[src/rtl/vig_pkg.sv]
// Shared constants and helpers for the Vigenere encrypt/decrypt pair.
// Contents: ASCII bounds, alphabet size, key slice position, default
// LFSR seed/taps, the stage-1 capture struct and a mod-26 reducer.
package vig_pkg;
  localparam logic [7:0]  ASCII_UC_A = 8'd65;
  localparam logic [7:0]  ASCII_UC_Z = 8'd90;
  localparam logic [7:0]  ASCII_LC_A = 8'd97;
  localparam logic [5:0]  ALPHA      = 6'd26;
  localparam int          KEY_MSB    = 27;
  localparam int          KEY_LSB    = 23;
  localparam logic [31:0] DEF_SEED   = 32'hACE1_1357;
  localparam logic [31:0] DEF_TAPS   = 32'h8020_0003;

  typedef struct packed {
    logic [7:0] data;
    logic [4:0] key;
  } s1_t;

  // A 5-bit slice is at most 31, so one conditional subtract reduces mod 26.
  function automatic logic [4:0] mod26_5(input logic [4:0] v);
    return (v >= 5'd26) ? v - 5'd26 : v;
  endfunction
endpackage

[src/rtl/vig_keystream.sv]
// 32-bit Galois LFSR keystream shared by the encrypt and decrypt stages.
// Ports:
//   clk, rst  : clock, synchronous active-high reset (state <= SEED)
//   load/seed : load a new state; an all-zero seed is replaced by SEED
//   step      : advance one step (ignored while load is high)
//   key       : current key, state[KEY_MSB:KEY_LSB] mod 26
module vig_keystream
  import vig_pkg::*;
#(
  parameter logic [31:0] SEED = DEF_SEED,
  parameter logic [31:0] TAPS = DEF_TAPS
) (
  input  logic        clk,
  input  logic        rst,
  input  logic        load,
  input  logic [31:0] seed,
  input  logic        step,
  output logic [4:0]  key
);
  logic [31:0] lfsr_q, lfsr_d;

  always_comb begin
    lfsr_d = lfsr_q;
    if (load)      lfsr_d = (seed == 32'd0) ? SEED : seed;
    else if (step) lfsr_d = lfsr_q[0] ? ((lfsr_q >> 1) ^ TAPS) : (lfsr_q >> 1);
  end

  always_ff @(posedge clk) begin
    if (rst) lfsr_q <= SEED;
    else     lfsr_q <= lfsr_d;
  end

  assign key = mod26_5(lfsr_q[KEY_MSB:KEY_LSB]);
endmodule

[src/rtl/vigenere_deciph_stream.sv]
// Receive-side Vigenere decipher: uppercase ciphertext in, lowercase
// plaintext out. Two-stage valid/ready pipeline (capture, decipher) with
// full-throughput backpressure; the keystream steps once per accepted byte.
// Optional feature: define VIG_DEC_ERRCNT_EN to add the saturating err_cnt.
// Ports:
//   clk, rst           : clock, synchronous active-high reset
//   key_load, key_seed : reload keystream and flush the pipeline
//   s_valid/s_ready/s_data        : ciphertext input handshake
//   m_valid/m_ready/m_data/m_err  : plaintext output; m_err flags passthrough
//   err_cnt            : count of error bytes delivered (optional)
module vigenere_deciph_stream
  import vig_pkg::*;
#(
  parameter logic [31:0] SEED      = DEF_SEED,
  parameter logic [31:0] TAPS      = DEF_TAPS,
  parameter int          ERR_CNT_W = 16
) (
  input  logic        clk,
  input  logic        rst,
  input  logic        key_load,
  input  logic [31:0] key_seed,
  input  logic        s_valid,
  output logic        s_ready,
  input  logic [7:0]  s_data,
  output logic        m_valid,
  input  logic        m_ready,
  output logic [7:0]  m_data,
  output logic        m_err
`ifdef VIG_DEC_ERRCNT_EN
  ,
  output logic [ERR_CNT_W-1:0] err_cnt
`endif
);
  logic       s1_valid_q, s1_valid_d;
  s1_t        s1_q, s1_d;
  logic       m_valid_q, m_valid_d;
  logic [7:0] m_data_q, m_data_d;
  logic       m_err_q, m_err_d;
  logic       s2_free, accept;
  logic [4:0] key;
  logic [4:0] off;
  logic [5:0] sum, red;
  logic       is_uc;
  logic [7:0] dec_data;

  // s_ready depends only on state and control inputs, never on s_valid.
  assign s2_free = !m_valid_q || m_ready;
  assign s_ready = !rst && !key_load && (!s1_valid_q || s2_free);
  assign accept  = s_valid && s_ready;

  vig_keystream #(.SEED(SEED), .TAPS(TAPS)) u_ks (
    .clk  (clk),
    .rst  (rst),
    .load (key_load),
    .seed (key_seed),
    .step (accept),
    .key  (key)
  );

  // (c-65) + 26 - k stays within 1..51, so 6 bits never underflow.
  always_comb begin
    is_uc    = (s1_q.data >= ASCII_UC_A) && (s1_q.data <= ASCII_UC_Z);
    off      = 5'(s1_q.data - ASCII_UC_A);
    sum      = {1'b0, off} + ALPHA - {1'b0, s1_q.key};
    red      = (sum >= ALPHA) ? sum - ALPHA : sum;
    dec_data = is_uc ? ({2'b00, red} + ASCII_LC_A) : s1_q.data;
  end

  always_comb begin
    s1_valid_d = s1_valid_q;
    s1_d       = s1_q;
    m_valid_d  = m_valid_q;
    m_data_d   = m_data_q;
    m_err_d    = m_err_q;
    if (s2_free) begin
      m_valid_d  = s1_valid_q;
      s1_valid_d = 1'b0;
      if (s1_valid_q) begin
        m_data_d = dec_data;
        m_err_d  = !is_uc;
      end
    end
    if (accept) begin
      s1_valid_d = 1'b1;
      s1_d       = '{data: s_data, key: key};
    end
    if (key_load) begin
      s1_valid_d = 1'b0;
      m_valid_d  = 1'b0;
    end
  end

  always_ff @(posedge clk) begin
    if (rst) begin
      s1_valid_q <= 1'b0;
      s1_q       <= '0;
      m_valid_q  <= 1'b0;
      m_data_q   <= 8'd0;
      m_err_q    <= 1'b0;
    end else begin
      s1_valid_q <= s1_valid_d;
      s1_q       <= s1_d;
      m_valid_q  <= m_valid_d;
      m_data_q   <= m_data_d;
      m_err_q    <= m_err_d;
    end
  end

  assign m_valid = m_valid_q;
  assign m_data  = m_data_q;
  assign m_err   = m_err_q;

`ifdef VIG_DEC_ERRCNT_EN
  logic [ERR_CNT_W-1:0] err_cnt_q, err_cnt_d;

  always_comb begin
    err_cnt_d = err_cnt_q;
    if (key_load)
      err_cnt_d = '0;
    else if (m_valid_q && m_ready && m_err_q && !(&err_cnt_q))
      err_cnt_d = err_cnt_q + 1'b1;
  end

  always_ff @(posedge clk) begin
    if (rst) err_cnt_q <= '0;
    else     err_cnt_q <= err_cnt_d;
  end

  assign err_cnt = err_cnt_q;
`endif
endmodule

[config.mk]
export PLATFORM = sky130hd
export DESIGN_NAME = vigenere_deciph_stream
export DESIGN_NICKNAME = d
export VERILOG_FILES = /design/src/rtl/vig_pkg.sv /design/src/rtl/vig_keystream.sv /design/src/rtl/vigenere_deciph_stream.sv
export SDC_FILE = /design/constraint.sdc
export NUM_CORES = 1
export LEC_CHECK = 0
export BUFFER_PORTS_ARGS = -buffer_cell sky130_fd_sc_hd__buf_2
export CORE_ASPECT_RATIO = 0.75
export CORE_MARGIN = 1.5
export CORE_UTILIZATION = 60
export DETAILED_ROUTE_END_ITERATION = 6
export GPL_ROUTABILITY_DRIVEN = 0
export PLACE_DENSITY_LB_ADDON = 0.15
export SYNTH_ARGS = -nofsm -noshare
export SYNTH_HDL_FRONTEND = slang
export SYNTH_SLANG_ARGS = --single-unit
[constraint.sdc]
create_clock -name clk -period 11.2 [get_ports clk]
set_input_delay 2.24 -clock clk [delete_from_list [all_inputs] [get_ports clk]]
set_output_delay 2.24 -clock clk [all_outputs]
set_load 0.005 [all_outputs]
[Word level (Yosys, flattened, before mapping)]
Cells that the tools add are included.
Operators by class
  multiplexer cells: 9
  bitwise logic cells: 1
  $add $sub $neg: 6
  reduce and logical (&&, ||, !) cells: 16
  $lt $le $gt $ge: 4
Operators by type and width (number)
  $mux 32: 4
  $logic_not 32->1: 1
  $add 6x7->8 const B: 1
  $ge 8x7->1 const B: 1
  $le 8x7->1 const B: 1
  $mux 8: 1
  $add 5x5->6 const B: 1
  $ge 6x5->1 const B: 1
  $mux 6: 1
  $sub 6x5->6: 1
  $sub 6x5->6 const B: 1
  $ge 5x5->1 const B: 1
  $logic_not 1->1: 5
  $mux 5: 1
  $sub 5x1->5 const B: 1
  $sub 5x5->5 const B: 1
  $logic_and 1x1->1: 4
  $not 3->4: 1
  $reduce_bool 2->1: 2
  $logic_or 1x1->1: 2
  $mux 1: 2
  $reduce_and 2->1: 1
  $reduce_or 2->1: 1
Word-level totals
  bits of input ports: 45
  output and inout port bits: 11
  bits in registers: 56

[Logic depth before layout (Yosys ltp)]
Gate-level depths: netlist of the first run.
  word-level depth: 7
  depth in mapped cells: 16

[By module]
Synthesis of the first run repeated with hierarchy kept, for this count alone.
Unflattened totals
  cells, all modules: 405
  area total of the unflattened synthesis: 3337.0 µm²
By module, submodules not included
  vig_keystream: seq. area each 640.6 µm², instances 1, cells an instance 211, area each 1757.9 µm²
  vigenere_deciph_stream: seq. area each 480.5 µm², instances 1, cells an instance 194, area each 1579.0 µm²

[Worst setup path before layout of the first run]
OpenSTA, ideal clock, no wires.
  kind: input port to output port
  start point: input port key_load
  end point: output port s_ready
  arrival time: 2850 ps
  path slack: 6110 ps
  data required time: 8960 ps
  stages on the path: 3
  cells stage by stage: clkbuf_1 -> clkbuf_1 -> a211oi_1
Between the ends
  word-level cells in the longest chain between the ends: 3
RTL lines
  start: declaration: line vigenere_deciph_stream.sv:20  | input logic key_load,
  $logic_not 1->1: line vigenere_deciph_stream.sv:48  | assign s_ready = !rst && !key_load && (!s1_valid_q || s2_free);
  $logic_and 1x1->1 (2 in a row): line vigenere_deciph_stream.sv:48
  end: declaration: line vigenere_deciph_stream.sv:23  | output logic s_ready,
Every way passes these cells.

[Final worst setup path of the first run]
  start point: input port rst
  end point: output port s_ready
Between the ends
  word-level cells in the longest chain between the ends: 3
RTL lines
  start: declaration: line vigenere_deciph_stream.sv:19  | input logic rst,
  $logic_not 1->1: line vigenere_deciph_stream.sv:48
  $logic_and 1x1->1 (2 in a row): line vigenere_deciph_stream.sv:48
Every way passes these cells.

==> out/results.txt, run 1 <==
outcome = completed
Core Region = 5040 sq um
diodes inserted = 0
fin nets = 525
Post-DP HPWL = 5.24 mm
Slew @ Worst Pin = 1.01 ns
Slew headroom = 32.3%
CP delay by family, top = buffers and inverters
Clock Pin Slew Worst Setup and Hold Paths = 0.09 ns
Fin. Hold Viols = 0
Avg WL per Cell = 13.6 um
count of cell types in the netlist = 53
worst-path fanout max = 60
Worst path max stage delay = 0.73 ns
drt drc = 0
commonest non-fill, non-tap cell in the layout = nand2_1
GRT Util Overall = 26.8%
P_leak = 1.44 nW
post-route worst hold slack = 0.461 ns
Total Power = 467 uW
YS warnings = 0
Worst Clk Skew = 0.00824 ns
Max Clock Freq = 0.182 GHz
via count = 3022
initial antenna violation count = 0
P per Cell Area = 129 nW/um^2
buffers and inverters on the worst path = 2
critical path's slowest cell = buf_2
Max Cap Viol = 0
CP arrival = 3.26 ns
Main synth FF type = dfxtp_1
crit start category = input port
number of buffers created by CTS = 5
CTS max path bufs = 2
first-pass GRT wire length = 12.5 mm
min cycle time layout = 5.50 ns
Setup Fix Bufs, Post-CTS = 0
clock root buffer master = clkbuf_8
grt ovf = 0
Post-Route WL = 7.31 mm
Post-Syn Nets = 486
placed instance area = 3530 sq um
Crit Path Class = input port to primary output
vias in the first global route = 2766
Yosys top cell area share = 34.6%
Syn Inst Count = 425
die area = 5860 sq um
asr flop ratio synth = 0%
# setup viols final = 0
final cell count without fillers = 536
site row count = 22
Post-CTS Hold Buffers = 0
share of cells above drive strength 1 = 15.5%
Post-synth EDFFs = 0
Finished Cell Area = 3610 sq um
register area share after synthesis = 34.6%
TritonCTS clock tree = built
Horiz. Die Dim = 87.9 um
CP most frequent cell = buf_2
Mapped Area = 3240 sq um
Avg Cell Area, Syn = 7.63 sq um
Yosys top cell by area = dfxtp_1
Worst-Skew Late Latency = 0.31 ns
largest net degree at the start of global routing = 61
clock sinks = 56
CP endpoint kind = primary output
drt via density = 5.64
final setup TNS = 0 ns
VDD IR max = 0.0000623 V
Final period util = 49.1%
CP cell instances = buf_2 -> a211oi_1 -> buf_2
Final ANT Viol Nets = 0
Port Buf Inserts = 55
fillers = 450
most frequent cells in the layout = nand2_1 (72), dfxtp_1 (56), buf_2 (55), nor2_1 (51), a21oi_1 (37)
max-slew violations = 0
synth top area cells = dfxtp_1 (35%), nand2_1 (8.3%), nor2_1 (5.9%)
H-tree depth = 2
DR iter-0 viols = 182
number of synthesized register bits = 56
RSZ-0062 raised after global routing = no
area grow syn2layout = 11.5%
CP required = 8.96 ns
Initial Utilization = 64.4%
Worst Hold Class = register to register
drt first pass iters = 5
post_cts resized = 0
Die H = 66.7 um
I/O pin count = 56
placed cell count = 529
[tightest hold or removal path, cell delays in order, from the launching register on]
cell and delay, ns:
dfxtp_1 0.32, nand2_1 0.05, a21oi_1 0.05
[metrics by stage]
step,utilization [%],worst slack [ns]
after floorplan,-,6.11
after global routing,71.7,5.60
final,71.7,5.70
after global placement,70.1,5.71
after detailed placement,70.1,5.71
after CTS,71.7,5.71
[state kept, by name (all words and copies together), names as in the netlist]
name	count
m_valid	1
m_data	8
m_err	1
s1_q	13
s1_valid_q	1
u_ks.lfsr_q	32
[cell type report]
class / count / area (sq um) / share of cell area, %
flip-flops and latches: 56 / 1120 / 31.0
well taps: 72 / 90.1 / 2.49
clock buffers: 5 / 68.8 / 1.90
repair buffers: 57 / 290 / 8.03
inverters: 19 / 71.3 / 1.97
multi-input cells: 325 / 1960 / 54.2
clock inverters: 2 / 12.5 / 0.346
[path summary, 6_finish.rpt]
check | startpoint | end | slack, ns | cells after the start
worst max register to register | s1_q[5]$_SDFFE_PP0P_ | m_data[6]$_SDFFE_PP0P_ | 7.04 | 15
worst min register to register | s1_q[2]$_SDFFE_PP0P_ | s1_q[2]$_SDFFE_PP0P_ | 0.46 | 2
worst max-delay path | rst | s_ready | 5.70 | 3
worst min-delay path | s1_q[2]$_SDFFE_PP0P_ | s1_q[2]$_SDFFE_PP0P_ | 0.46 | 2
[cells in the mapped netlist, types with 2 or more instances]
cell,n
nand2_1,72
nand2b_1,16
and3_1,4
inv_1,19
nand4_1,2
o22ai_1,13
xor2_1,4
nand3b_1,3
nor4_1,9
a21o_1,14
a211oi_1,8
nor2b_1,3
buf_1,3
o21ai_0,11
o21a_1,2
nor2_1,51
ha_1,15
a21oi_1,37
nand3_1,2
o31ai_1,3
o211ai_1,3
dfxtp_1,56
buf_2,2
nor3_1,11
xnor2_1,7
o21ai_1,2
clkbuf_1,20
nand4b_1,2
or3_1,3
mux2i_1,5
[metal layers]
metal  vias to the layer above  GRT usage, %  share of wire (%)
li1                       1553             -                  -
met1                      1385          37.8                 51
met2                        74          42.6                 43
met3                        10          4.21                5.1
met4                         0          7.14                1.2
met5                         -             0                  0
[where the power goes]
part	switching (mW)	internal (mW)
clock network	0.0640	0.0425
logic	0.0823	0.0599
registers	0.00849	0.210
[cell families (layout without fill, tap and decap cells)]
kind of cell / count (synthesis) / after routing / share of synthesized area [%]
flip-flops: 56 / 56 / 34.6
AND/OR/NAND/NOR: 186 / 186 / 26.7
buffers and inverters: 44 / 83 / 5.17
XOR/XNOR: 11 / 11 / 2.97
AO/OA/AOI/OAI: 106 / 106 / 22.3
multiplexers: 6 / 6 / 1.89
adder cells (fa/ha/maj): 16 / 16 / 6.41
No activity file was read; power rests on OpenSTA's default activity.
==> run 2: changes to the inputs <==
--- a/config.mk
+++ b/config.mk
@@ -8,7 +8,7 @@
 export BUFFER_PORTS_ARGS = -buffer_cell sky130_fd_sc_hd__buf_2
 export CORE_ASPECT_RATIO = 0.75
 export CORE_MARGIN = 1.5
-export CORE_UTILIZATION = 60
+export CORE_UTILIZATION = 56
 export DETAILED_ROUTE_END_ITERATION = 6
 export GPL_ROUTABILITY_DRIVEN = 0
 export PLACE_DENSITY_LB_ADDON = 0.15
==> constraint.sdc (replaced) <==
create_clock -name clk -period 5.72 [get_ports clk]
set_input_delay 1.144 -clock clk [delete_from_list [all_inputs] [get_ports clk]]
set_output_delay 1.144 -clock clk [all_outputs]
set_load 0.005 [all_outputs]
==> out/results.txt, run 2 (synthesis results as in run 1) <==
setup ws final = 1.61 ns
Worst Reg-to-Reg Cells = 15
metal3 WL = 404 um
first-pass GRT wire length = 12.3 mm
GRT Util Overall = 24.8%
placed instance area = 3540 sq um
site row count = 23
Slew @ Worst Pin = 1.03 ns
met2 wire length = 3.13 mm
clock root buffer master = clkbuf_8
max reg flops = 32
hold depth = 2
Final period util = 71.9%
Crit Path Class = register to register
Reg area = 1120 sq um
Max Clock Freq = 0.243 GHz
most frequent cells in the layout = nand2_1 (72), dfxtp_1 (56), buf_2 (55), nor2_1 (51), a21oi_1 (37)
Fin. Hold Viols = 0
worst-path fanout max = 6
Final ANT Viol Nets = 0
P per Cell Area = 266 nW/um^2
post_cts resized = 0
drt first pass iters = 4
VDD IR max = 0.000167 V
post-route worst hold slack = 0.460 ns
DR iter-0 viols = 208
M1 WL = 3.91 mm
CP required = 5.88 ns
drt via density = 5.62
CP endpoint kind = register
fin nets = 525
# setup viols final = 0
via count = 3034
Clock Pin Slew Worst Setup and Hold Paths = 0.09 ns
crit start category = register
TritonCTS clock tree = built
number of buffers created by CTS = 5
Post-DP HPWL = 5.40 mm
fillers = 523
area grow syn2layout = 12.4%
CTS max path bufs = 2
top layer in use = met4
Avg WL per Cell = 13.9 um
drt drc = 0
Core Region = 5470 sq um
Post-CTS Hold Buffers = 0
Worst-Skew Late Latency = 0.32 ns
grt ovf = 0
Post-Route WL = 7.53 mm
Max Cap Viol = 0
RSZ-0062 raised after global routing = no
Initial Utilization = 59.3%
Die H = 68.9 um
vias in the first global route = 2589
outcome = completed
diodes inserted = 0
Port Buf Inserts = 55
setup slack at placement = 1.65 ns
I/O pin count = 56
placed cell count = 532
Finished Cell Area = 3640 sq um
initial antenna violation count = 0
Biggest register = u_ks.lfsr_q
Horiz. Die Dim = 90.9 um
share of cells above drive strength 1 = 15.5%
Setup Fix Bufs, Post-CTS = 0
Worst Hold Class = register to register
die area = 6260 sq um
final cell count without fillers = 540
Worst Clk Skew = 0.00609 ns
commonest non-fill, non-tap cell in the layout = nand2_1
Multi-input gate area = 1960 sq um
P_leak = 1.46 nW
H-tree depth = 2
min cycle time layout = 4.11 ns
max-slew violations = 0
clock sinks = 56
largest net degree at the start of global routing = 61
Slew headroom = 31.5%
CP arrival = 4.27 ns
final setup TNS = 0 ns
## run 2: final timing paths
kind                                      startpoint                endpoint  slack (ns)
worst max-delay path            s1_q[5]$_SDFFE_PP0P_  m_data[6]$_SDFFE_PP0P_        1.61
worst min-delay path            s1_q[2]$_SDFFE_PP0P_    s1_q[2]$_SDFFE_PP0P_        0.46
worst max register to register  s1_q[5]$_SDFFE_PP0P_  m_data[6]$_SDFFE_PP0P_        1.61
worst min register to register  s1_q[2]$_SDFFE_PP0P_    s1_q[2]$_SDFFE_PP0P_        0.46
## run 2: power by group
group	internal (mW)	switching, mW	total, mW
clock	0.130	0.128	0.258
combinational	0.118	0.166	0.283
sequential	0.411	0.0158	0.427
total	0.659	0.310	0.969
## run 2: critical path: stages (launching register included)
cell      delay, ns
dfxtp_1        0.45
inv_1          0.09
ha_1           0.31
ha_1           0.28
inv_1          0.04
ha_1           0.21
fa_1           0.47
xor2_1         0.32
o21ai_1        0.22
o32ai_4        0.43
xnor2_1        0.17
ha_1           0.24
nand2b_1       0.08
mux2_1         0.33
a211oi_1       0.22
nor4_1         0.08
## run 2: routing by layer
layer  vias up  GRT usage, %
li1       1546             -
met1      1396          36.2
met2        82          38.1
met3        10          3.95
met4         0          7.03
met5         -             0
## run 2: layout make-up
type | instances | share of cell area (%)
Inverter | 19 | 1.96
Sequential cell | 56 | 30.8
Tap cell | 75 | 2.58
Clock buffer | 6 | 1.99
Timing Repair Buffer | 57 | 7.97
Clock inverter | 2 | 0.962
Multi-Input combinational cell | 325 | 53.8
## run 2: stage by stage
step	utilization (%)	power, mW
floorplan	-	0.644
global placement	64.7	0.705
detailed placement	64.7	0.712
CTS	66.6	0.972
global route	66.6	1.02
finish	66.6	0.969
